**config.mk**
```make
export PLATFORM = sky130hd
export DESIGN_NAME = bg_frame_controller
export DESIGN_NICKNAME = d
export VERILOG_FILES = /design/src/rtl/bg_frame_controller.sv
export SDC_FILE = /design/constraint.sdc
export NUM_CORES = 1
export LEC_CHECK = 0
export ABC_AREA = 0
export CAP_MARGIN = 20
export CORE_ASPECT_RATIO = 0.6
export CORE_UTILIZATION = 58
export DETAILED_ROUTE_END_ITERATION = 10
export PLACE_DENSITY_LB_ADDON = 0.08
export SETUP_SLACK_MARGIN = 0.02
export SYNTH_ARGS = -nofsm -noshare
export SYNTH_HDL_FRONTEND = slang
export SYNTH_SLANG_ARGS = --single-unit
```
**constraint.sdc**
```tcl
create_clock -name Clk -period 7.2 [get_ports Clk]
set_input_delay 0.72 -clock Clk [delete_from_list [all_inputs] [get_ports Clk]]
set_output_delay 0.72 -clock Clk [all_outputs]
set_load 0.03 [all_outputs]
```
**src/rtl/bg_frame_controller.sv**
```systemverilog
// bg_frame_controller
//   Sequences one frame across NUM_PE background-removal PEs.
//   Phase 1 starts the per-PE channel sums, captures them and acks the PEs.
//   It then averages each channel over the frame, saturating to 8 bits.
//   Phase 2 starts background removal, acks it and pulses Done.
//
//   Optional macro BG_CTRL_WATCHDOG_EN adds a per-wait-state watchdog
//   (TIMEOUT cycles). On expiry it sets a sticky Error, pulses Ack and
//   returns to IDLE.
//
// Ports:
//   Clk, Reset         clock (rising edge), synchronous active-high reset
//   Go                 frame start request, sampled only in IDLE
//   Start_Sum          one-cycle pulse: PEs begin channel summation
//   Start_BgRemoval    one-cycle pulse: PEs begin background removal
//   Ack                one-cycle pulse closing each phase
//   Qsd, Qbgd          per-PE sum-done / bg-done flags
//   red/green/blue_sum packed per-PE sums, PE k at [k*SUM_W +: SUM_W]
//   red/green/blue_exp frame-average expected colour
//   Busy               high outside IDLE
//   Done               one-cycle frame-complete pulse
//   Error              watchdog expiry (constant 0 without the macro)
module bg_frame_controller #(
  parameter int NUM_PE         = 4,
  parameter int SUM_W          = 16,
  parameter int LOG2_TOTAL_PIX = 3,
  parameter int TIMEOUT        = 1023
) (
  input  logic                    Clk,
  input  logic                    Reset,
  input  logic                    Go,
  output logic                    Start_Sum,
  output logic                    Start_BgRemoval,
  output logic                    Ack,
  input  logic [NUM_PE-1:0]       Qsd,
  input  logic [NUM_PE-1:0]       Qbgd,
  input  logic [SUM_W*NUM_PE-1:0] red_sum,
  input  logic [SUM_W*NUM_PE-1:0] green_sum,
  input  logic [SUM_W*NUM_PE-1:0] blue_sum,
  output logic [7:0]              red_exp,
  output logic [7:0]              green_exp,
  output logic [7:0]              blue_exp,
  output logic                    Busy,
  output logic                    Done,
  output logic                    Error
);

  localparam int ACC_W = SUM_W + 4;
  localparam int IDX_W = (NUM_PE > 1) ? $clog2(NUM_PE) : 1;

  if (NUM_PE < 1 || NUM_PE > 16 || TIMEOUT < 1) begin : g_bad_param
    $error("bg_frame_controller: NUM_PE must be 1..16 and TIMEOUT >= 1");
  end

  typedef enum logic [3:0] {
    S_IDLE, S_SUM_START, S_SUM_WAIT, S_SUM_ACK, S_SUM_RELEASE, S_ACCUM,
    S_AVERAGE, S_BG_START, S_BG_WAIT, S_BG_ACK, S_BG_RELEASE, S_DONE
  } state_t;

  state_t                  state;
  logic [SUM_W*NUM_PE-1:0] cap_r, cap_g, cap_b;
  logic [ACC_W-1:0]        acc_r, acc_g, acc_b;
  logic [IDX_W-1:0]        idx;

  function automatic logic [7:0] sat8(input logic [ACC_W-1:0] v);
    return (v > ACC_W'(255)) ? 8'hFF : v[7:0];
  endfunction

`ifdef BG_CTRL_WATCHDOG_EN
  localparam int WD_W = $clog2(TIMEOUT + 1);
  logic [WD_W-1:0] wd_cnt;
  logic            in_wait;
  logic            wd_expire;

  // Wait/release states are never adjacent, so clearing the counter whenever
  // the FSM is outside them restarts it on entry to each one.
  assign in_wait   = (state == S_SUM_WAIT) || (state == S_SUM_RELEASE) ||
                     (state == S_BG_WAIT)  || (state == S_BG_RELEASE);
  assign wd_expire = in_wait && (wd_cnt == WD_W'(TIMEOUT - 1));
`else
  assign Error = 1'b0;
`endif

  always_ff @(posedge Clk) begin
    if (Reset) begin
      state           <= S_IDLE;
      Start_Sum       <= 1'b0;
      Start_BgRemoval <= 1'b0;
      Ack             <= 1'b0;
      Busy            <= 1'b0;
      Done            <= 1'b0;
      red_exp         <= '0;
      green_exp       <= '0;
      blue_exp        <= '0;
      cap_r           <= '0;
      cap_g           <= '0;
      cap_b           <= '0;
      acc_r           <= '0;
      acc_g           <= '0;
      acc_b           <= '0;
      idx             <= '0;
`ifdef BG_CTRL_WATCHDOG_EN
      Error           <= 1'b0;
      wd_cnt          <= '0;
`endif
    end else begin
      Start_Sum       <= 1'b0;
      Start_BgRemoval <= 1'b0;
      Ack             <= 1'b0;
      Done            <= 1'b0;
`ifdef BG_CTRL_WATCHDOG_EN
      wd_cnt          <= in_wait ? wd_cnt + 1'b1 : '0;
`endif
      case (state)
        S_IDLE: if (Go) begin
          state     <= S_SUM_START;
          Start_Sum <= 1'b1;
          Busy      <= 1'b1;
`ifdef BG_CTRL_WATCHDOG_EN
          Error     <= 1'b0;
`endif
        end
        S_SUM_START: state <= S_SUM_WAIT;
        S_SUM_WAIT: if (&Qsd) begin
          // Sums are only valid until the PEs see Ack, so latch them now.
          cap_r <= red_sum;
          cap_g <= green_sum;
          cap_b <= blue_sum;
          Ack   <= 1'b1;
          state <= S_SUM_ACK;
        end
        S_SUM_ACK: state <= S_SUM_RELEASE;
        S_SUM_RELEASE: if (!(|Qsd)) begin
          acc_r <= '0;
          acc_g <= '0;
          acc_b <= '0;
          idx   <= '0;
          state <= S_ACCUM;
        end
        S_ACCUM: begin
          acc_r <= acc_r + ACC_W'(cap_r[idx*SUM_W +: SUM_W]);
          acc_g <= acc_g + ACC_W'(cap_g[idx*SUM_W +: SUM_W]);
          acc_b <= acc_b + ACC_W'(cap_b[idx*SUM_W +: SUM_W]);
          idx   <= idx + 1'b1;
          if (idx == IDX_W'(NUM_PE - 1)) state <= S_AVERAGE;
        end
        S_AVERAGE: begin
          red_exp         <= sat8(acc_r >> LOG2_TOTAL_PIX);
          green_exp       <= sat8(acc_g >> LOG2_TOTAL_PIX);
          blue_exp        <= sat8(acc_b >> LOG2_TOTAL_PIX);
          Start_BgRemoval <= 1'b1;
          state           <= S_BG_START;
        end
        S_BG_START: state <= S_BG_WAIT;
        S_BG_WAIT: if (&Qbgd) begin
          Ack   <= 1'b1;
          state <= S_BG_ACK;
        end
        S_BG_ACK: state <= S_BG_RELEASE;
        S_BG_RELEASE: if (!(|Qbgd)) begin
          Done  <= 1'b1;
          state <= S_DONE;
        end
        S_DONE: begin
          Busy  <= 1'b0;
          state <= S_IDLE;
        end
        default: begin
          Busy  <= 1'b0;
          state <= S_IDLE;
        end
      endcase
`ifdef BG_CTRL_WATCHDOG_EN
      // Expiry overrides whatever the wait state decided this cycle.
      if (wd_expire) begin
        Error <= 1'b1;
        Ack   <= 1'b1;
        Busy  <= 1'b0;
        state <= S_IDLE;
      end
`endif
    end
  end

endmodule

```
# == Word-level counts from Yosys, hierarchy flattened ==
# Index checks and enable logic that the tools add are counted.
# totals
reg_bits,287
latchBits,0
mem_bits_rw,0
romBits,0
input_bits,203
word_cells,83
memories,0
# op_classes
addsub,4
n_mul,0
n_div,0
order_cmp,3
eq_ne,17
shifts,3
mux,24
n_bitwise,3
n_reduce_logical,13
# op_table
cell,count
$shiftx 64x7->16,3
$pmux 20 s2,3
$add 20x16->20,3
$gt 17x8->1 const B,3
$pmux 4 s11,1
$mux 4,6
$mux 8,3
$mux 20,1
$eq 4x3->1 const B,4
$eq 4x4->1 const B,3
$ne 2x2->1 const B,6
$reduce_or 10->1,1
$eq 4x2->1 const B,2
$reduce_and 4->1,2
$reduce_or 4->1,2
$mux 1,6
$reduce_and 6->1,1
$reduce_and 5->1,1
$eq 4x1->1 const B,1
$logic_not 4->1,1
$pmux 1 s2,2
$pmux 2 s2,1
$reduce_and 2->1,2
$reduce_or 2->1,2
other kinds (5),7

# == Depth between registers and ports, before layout ==
# depth
ltp_word,4
mapped_depth,12
mapped_depth_nobuf,9

# == Worst setup path before layout ==
# No wires, ideal clock.
# synth_path
path_type,reg-to-reg
from,reg idx[0]
to,reg acc_r[16]
arrival_ns,3.457
t_required_ns,7.126
path_slack_ns,3.669
stages_incl_launch_ff,13
n_path_buf,3
synth_period_minus_slack_ns,3.531
path_cell_list,dfxtp_1 > clkbuf_1 > buf_2 > buf_2 > mux4_2 > ha_1 > fa_1 > a211oi_2 > o21ai_1 > a41oi_1 > o31ai_1 > or2_2 > a31oi_1
# synth_via
elab_chain_len,3
# synth_lines
item,line,text
start: declaration,63,logic [IDX_W-1:0] idx;
start signal: assignment,144,idx <= idx + 1'b1;
$shiftx 64x7->16,141,acc_r <= acc_r + ACC_W'(cap_r[idx*SUM_W +: SUM_W]);
$add 20x16->20,141,
$pmux 20 s2,114,case (state)
end signal: assignment,141,
end: declaration,62,"logic [ACC_W-1:0] acc_r, acc_g, acc_b;"
# Every way passes these cells.
# A chain may end at the register's enable or synchronous reset.

# == Worst setup path after layout ==
# layout_path
from,reg idx[1]
to,reg acc_r[16]
# The elaborated chain is that of the path after synthesis.

==> flow_summary.toml <==
[routing]
num_vias = 12500
routed_wl_um = 38300
routed_via_density = 5.97
final_antenna_net_count = 0
dr.pass1.iters = 5
drcViolationCount = 0
avgRoutedWirePerCell_um = 18.3
drt_iter0_markers = 1154

[setup_path]
arrival_ps = 4510
worstPathMaxFanout = 28
cp-start-kind = "flip-flop"
crit_type = "flip-flop to flip-flop"
cpMaxStageDelayCell = "dfxtp_2"
crit_chain = "buf_4 > mux4_2 > ha_1 > fa_1 > a211oi_2 > o21ai_1 > a41oi_1 > o31ai_1 > or2_2 > a31oi_1"
critPathCaptureType = "flip-flop"
slowest_delay_ps = 770
worstPathRequired_ps = 7670
crit_cells = 10
r2r_cells = 10
cp_num_buf_inv = 1
cp_top_family = "compound AO/OA/AOI/OAI gates"

[clock_tree]
post_cts_resized = 0
post_cts_buffers = 0
cts_buffer_depth = 3
tritoncts = "yes"
cts.hold.buffers_added = 0
htree_levels = 1
clk_pin_slew_ps = 70
root_buffer = "clkbuf_16"
cts.sinks = 287
clk_latency_ps = 550
tritoncts.num_buffers = 27

[synthesis]
syn_nets = 1850
ys_ff_latch = 287
ys_seq_area_frac = 0.421
synth_edf_count = 0
synth_top_area_share = 0.421
synth_area_mm2 = 0.0136
synthTopCellsByArea = "dfxtp_1 42%, nand2_1 12%, a21oi_1 8.9%"
syn_avg_cell_area_um2 = 8.55
syn-instance-count = 1595
synth_ff_type = "dfxtp_1"
async_reset_ff_frac = 0
synth_cell_types = 74
yosys.area.top_type = "dfxtp_1"
yosys_warnings = 0

[floorplan]
io_pins = 233
row_count = 43
core_mm2 = 0.0231
die_area_mm2 = 0.0242
fp.dieW_um = 200
fp.dieH_um = 121
start_util = 0.591

[placement]
dpl_cell_area_mm2 = 0.0160
gp_congestion = 0.912
dpl.hpwl_um = 26900
numPortBuffers = 231

[timing]
setup_tns_ps = 0
final_hold_viol_count = 0
fmax_mhz = 248
fin_crit_ps = 4030
fin_crit_sh = 0.560
max-slew-margin-rel = 0.269
rsz0062_at_grt = "false"
hold-worst-slack_ps = 453
finalClockSkew_ps = 17.1
slew_viol_final = 0
tightest_slew_ps = 1100
setup_viol = 0

[finish]
final_common_cell = "nand2_1"
nFillCells = 1681
final_nets = 2013
drive_above_1_share = 0.0834
final_core_util = 0.734
syn2layout_area_growth_pct = 24.2
multiInputGateArea_mm2 = 0.00740
seq_area_mm2 = 0.00575
final_cell_mix = "443 x nand2_1, 285 x dfxtp_1, 242 x a21oi_1"
design_area_mm2 = 0.0169

[job]
cap_violations = 0

[outcome]
outcome = "finished, final reports clean"

[hold_path]
hp-class = "flip-flop to flip-flop"
whs_path_depth = 2

[global_routing]
grt_pass1_wl_um = 59700
grt_overflow = 0
grt_usage = 0.313
grt_pass1_vias = 11300
grt_max_degree = 117
antenna_found_initial = 0

[pwr]
power_density_mw_per_mm2 = 199
power_w = 0.00337
p_leak_nw = 6.04
ir_drop_uv = 160
state kept, by name (all words and copies together) (netlist names):
| register | cells |
|---|---|
| Ack | 1 |
| Busy | 1 |
| Done | 1 |
| Start_BgRemoval | 1 |
| Start_Sum | 1 |
| acc_b | 20 |
| acc_g | 20 |
| acc_r | 20 |
| blue_exp | 8 |
| cap_b | 64 |
| cap_g | 64 |
| cap_r | 64 |
| green_exp | 8 |
| idx | 2 |
| red_exp | 8 |
| state | 4 |
Yosys cell counts (12+ instances only):
master	count
inv_1	16
clkbuf_1	69
a22oi_1	16
o221a_2	24
nor3_1	18
mux4_2	48
a21oi_1	242
xnor2_1	12
ha_1	49
buf_2	36
xor2_1	14
nand3_1	22
nor2_1	51
nand2_1	444
dfxtp_1	287
o21ai_0	50
a211oi_1	14
stage by stage:
step	cells	setup WS, ps
floorplan	1595	3670
CTS	2089	3120
detailed placement	2043	3130
global placement	2043	3160
global route	2090	2880
finish	2091	3170
cell families after synthesis:
family | after synthesis | synth area share
simple gates | 608 | 0.189
compound gates | 438 | 0.199
flops | 287 | 0.421
buf+inv | 126 | 0.0388
mux | 57 | 0.0859
fa+ha+maj | 52 | 0.0494
xor+xnor | 26 | 0.0167
other cells | 1 | 0.000275
routing by layer:
| metal | share of wire | wire length [um] | up-vias | global-route usage |
|---|---|---|---|---|
| met5 | 0 | 0 | - | 0 |
| met4 | 0.012 | 464 | 0 | 0.0448 |
| met3 | 0.081 | 3090 | 39 | 0.0469 |
| met2 | 0.41 | 15500 | 552 | 0.430 |
| met1 | 0.50 | 19200 | 5911 | 0.515 |
| li1 | - | - | 5988 | - |
cell type report:
| cell class | count | share of cell area |
|---|---|---|
| clock buffers | 38 | 0.0465 |
| repair buffers | 244 | 0.144 |
| well taps | 315 | 0.0233 |
| multi-input cells | 1182 | 0.437 |
| clock inverters | 8 | 0.00658 |
| diodes | 1 | 0.000148 |
| flip-flops and latches | 287 | 0.340 |
| inverters | 16 | 0.00355 |
report_power, final:
part | leakage [nW] | internal [W] | switching, W | total, W
clock network | 0.447 | 0.000838 | 0.000620 | 0.00146
registers | 2.31 | 0.00161 | 0.0000267 | 0.00164
logic | 3.28 | 0.000150 | 0.000123 | 0.000273
total | 6.04 | 0.00260 | 0.000769 | 0.00337
worst paths after layout:
check | slack, ps | end | startpoint
worst max register to register | 3170 | acc_r[16] | idx[1]
worst min register to register | 450 | cap_r[31] | cap_r[31]
worst min-delay path | 450 | cap_r[31] | cap_r[31]
worst max-delay path | 3170 | acc_r[16] | idx[1]
worst min-delay path: cells and delay by family, from the launching register on:
| family | cells | cell delay (ps) |
|---|---|---|
| AND/OR/NAND/NOR | 1 | 50 |
| AO/OA/AOI/OAI | 1 | 50 |
| flip-flops | 1 | 310 |
Note: power is estimated with default switching activity, not from simulation.
==> RTL change, RTL diff (same flow settings) <==
Encoding of `state_t`: now Gray code (4 bits for 12 states).
--- a/src/rtl/bg_frame_controller.sv
+++ b/src/rtl/bg_frame_controller.sv
@@ -53,8 +53,8 @@
   end
 
   typedef enum logic [3:0] {
-    S_IDLE, S_SUM_START, S_SUM_WAIT, S_SUM_ACK, S_SUM_RELEASE, S_ACCUM,
-    S_AVERAGE, S_BG_START, S_BG_WAIT, S_BG_ACK, S_BG_RELEASE, S_DONE
+    S_IDLE = 4'b0000, S_SUM_START = 4'b0001, S_SUM_WAIT = 4'b0011, S_SUM_ACK = 4'b0010, S_SUM_RELEASE = 4'b0110, S_ACCUM = 4'b0111,
+    S_AVERAGE = 4'b0101, S_BG_START = 4'b0100, S_BG_WAIT = 4'b1100, S_BG_ACK = 4'b1101, S_BG_RELEASE = 4'b1111, S_DONE = 4'b1110
   } state_t;
 
   state_t                  state;
Function: no difference found for any inputs over 10 cycles, from zero or initial values and one cycle with Reset high; not proved beyond that.
==> RTL change against the unedited design <==
- wire length decreased by 8.5%
- synthesized cell count increased by 1.4%
- synthesized area decreased by 0.96%
- highest routed layer unchanged
- clock power increased by 7%
- utilization increased by 1.5 points
- sequential cell count unchanged
- via count decreased by 3.5%
- power increased by 10%
- first-iteration DRC count decreased by 7.9%
- final area decreased by 0.74%
- combinational power increased by 74%
- worst setup slack got worse by 0.068 ns
==> RTL change: results (changes against the unedited design) <==
Setup path
  – R2R cell count: 11 (+1)
  – Worst setup SP type: flip-flop
  – Worst setup EP type: flip-flop
  – CP max FO: 32 (+14%)
  – CP peak stage delay: 0.76 ns
  – Worst r2r dst: acc_r[18]
  – Slowest cell on crit path: dfxtp_4
  – Reg2Reg Setup Slack: 3.10 ns (-0.07 ns)
  – Crit path DAT: 4.51 ns (about the same)
  – Worst r2r src: idx[0]

Synth
  – Post-Syn Nets: 1873 (+1.2%)
  – Commonest cells in the netlist: nand2_1 (442), dfxtp_1 (287), a21oi_1 (241), nor2_1 (114), clkbuf_1 (61)
  – Cell count after synthesis: 1618 (+1.4%)
  – Asr flop ratio synth: 0 (unchanged)
  – Ranking of synthesized cells by area: dfxtp_1 (43%), nand2_1 (12%), a21oi_1 (8.9%)
  – Synthesis Warnings: 0 (unchanged)
  – Seq/Total Area, Yosys: 0.425 (+0.00410)
  – Ys flop type: dfxtp_1
  – Post-synthesis cell type count: 69 (-6.8%)

Global routing
  – Largest net degree at the start of global routing: 102 (-13%)
  – Initial antenna violation count: 0 (unchanged)
  – GRT Overall Usage: 0.290 (-0.0232)
  – Vias in the first global route: 11221 (-1.0%)
  – First-pass GRT wire length: 56000 um (-6.1%)

Clocking
  – PostCTS Resize Cnt: 0 (unchanged)
  – Clk_lat worst skew: 0.53 ns (-0.02 ns)
  – Clk slew on worst S/H paths: 0.07 ns (about the same)
  – TritonCTS buffer count: 27 (unchanged)
  – Post-CTS Setup Bufs: 0 (unchanged)
  – Max Root-Sink Buffers: 3 (unchanged)
  – # H-tree levels: 1 (unchanged)
  – Root buf cell: clkbuf_16

Placed design
  – Cell count after placement: 2061 (+0.88%)
  – Detail Placement HPWL: 24700 um (-8.3%)
  – IO buf count: 231 (unchanged)
  – RD Place Congestion: 0.921 (+0.95%)

Drt
  – Drt via density: 5.72 (-4.3%)
  – Routed WL: 35000 um (-8.5%)
  – DR iter-0 viols: 1063 (-7.9%)
  – DR pass1 iterations: 6 (+1)
  – Total number of vias: 12052 (-3.5%)

Layout
  – Largest regs: cap_b: 64 flops, cap_g: 64 flops, cap_r: 64 flops
  – Nets: 2038 (+1.2%)
  – Layout cells sized above 1: 0.0706 (-0.0128)
  – Ant diodes: 0 (-1)

Pwr
  – Peak VDD IR: 0.000165 V (+2.5%)
  – Static leakage: 6.02 nW (-0.35%)

Hold path
  – Hold depth: 2 (unchanged)
  – Min-Delay Path Class: flip-flop to flip-flop

Timing
  – Actual slew at the worst max-slew pin: 1.04 ns (-0.0540 ns)
  – Final clock skew: 0.0190 ns (+0.00190 ns)

Run status
  – Status: finished clean
-- RTL change: cell count changes after synthesis, sizes merged, moves of 5 or more --
| cell | change |
|---|---|
| o31ai | -5 |
| nor2 | +63 |
| nor3b | -12 |
| o21bai | +11 |
| o221a | -24 |
| nor3 | +25 |
| nand3 | -12 |
| xnor2 | +10 |
| a21o | +6 |
| a22oi | +7 |
| clkbuf | -7 |
| and3 | -6 |
| and2 | -5 |
-- RTL change: report_power, final --
part | internal, W | switching, W | total [W]
combinational | 0.000222 | 0.000254 | 0.000476
clock | 0.000952 | 0.000605 | 0.00156
sequential | 0.00163 | 0.0000499 | 0.00168
-- RTL change: kinds of logic (layout without fill, tap and decap cells) --
group | Yosys count | after routing | synth area share
simple gates | 651 | 651 | 0.196
compound gates | 417 | 417 | 0.182
flops | 287 | 287 | 0.425
buf+inv | 122 | 304 | 0.0403
mux | 53 | 53 | 0.0837
fa+ha+maj | 52 | 52 | 0.0498
xor+xnor | 35 | 35 | 0.0227
other cells | 1 | 1 | 0.000278
-- RTL change: through the flow --
step / setup WS [ns] / area, um2 / hold WS [ns]
floorplan: 3.88 / 13500 / 0.433
finish: 3.10 / 16800 / 0.452
global placement: 3.16 / 15800 / 0.438
detailed placement: 3.10 / 15800 / 0.446
CTS: 3.07 / 16800 / 0.454
global route: 2.86 / 16800 / 0.466
-- RTL change: worst min-delay path by stage --
| stage | endpoint | slack [ns] | from |
|---|---|---|---|
| final | cap_b[6] | 0.45 | cap_b[6] |
| after detailed placement | cap_g[32] | 0.45 | cap_g[32] |
| after global placement | cap_r[24] | 0.44 | cap_r[24] |
| after global routing | cap_g[30] | 0.47 | cap_g[30] |
| after CTS | cap_g[32] | 0.45 | cap_g[32] |
| after floorplan | cap_b[32] | 0.43 | cap_b[32] |
-- RTL change: routing by layer --
layer	GRT usage	up-vias	share of wire	routed length, um
met5	0	-	0	0
met2	0.429	426	0.42	14900
met4	0.0529	0	0.014	496
li1	-	5954	-	-
met1	0.445	5630	0.49	17200
met3	0.0477	42	0.069	2430
-- RTL change: cell type report --
| class | instances | area (um2) |
|---|---|---|
| Sequential cell | 287 | 5750 |
| Clock buffer | 36 | 759 |
| Inverter | 15 | 56.3 |
| Fill cell | 1682 | 5630 |
| Timing Repair Buffer | 243 | 2410 |
| Multi-Input combinational cell | 1209 | 7240 |
| Tap cell | 308 | 385 |
| Clock inverter | 10 | 205 |
-- RTL change: worst max-delay path, delay by kind of cell (launching register included) --
kind            cells  cell delay, ns
compound gates      4            1.13
flops               1            0.76
fa+ha+maj           2            0.68
mux                 1            0.56
buf+inv             1            0.50
simple gates        3            0.32
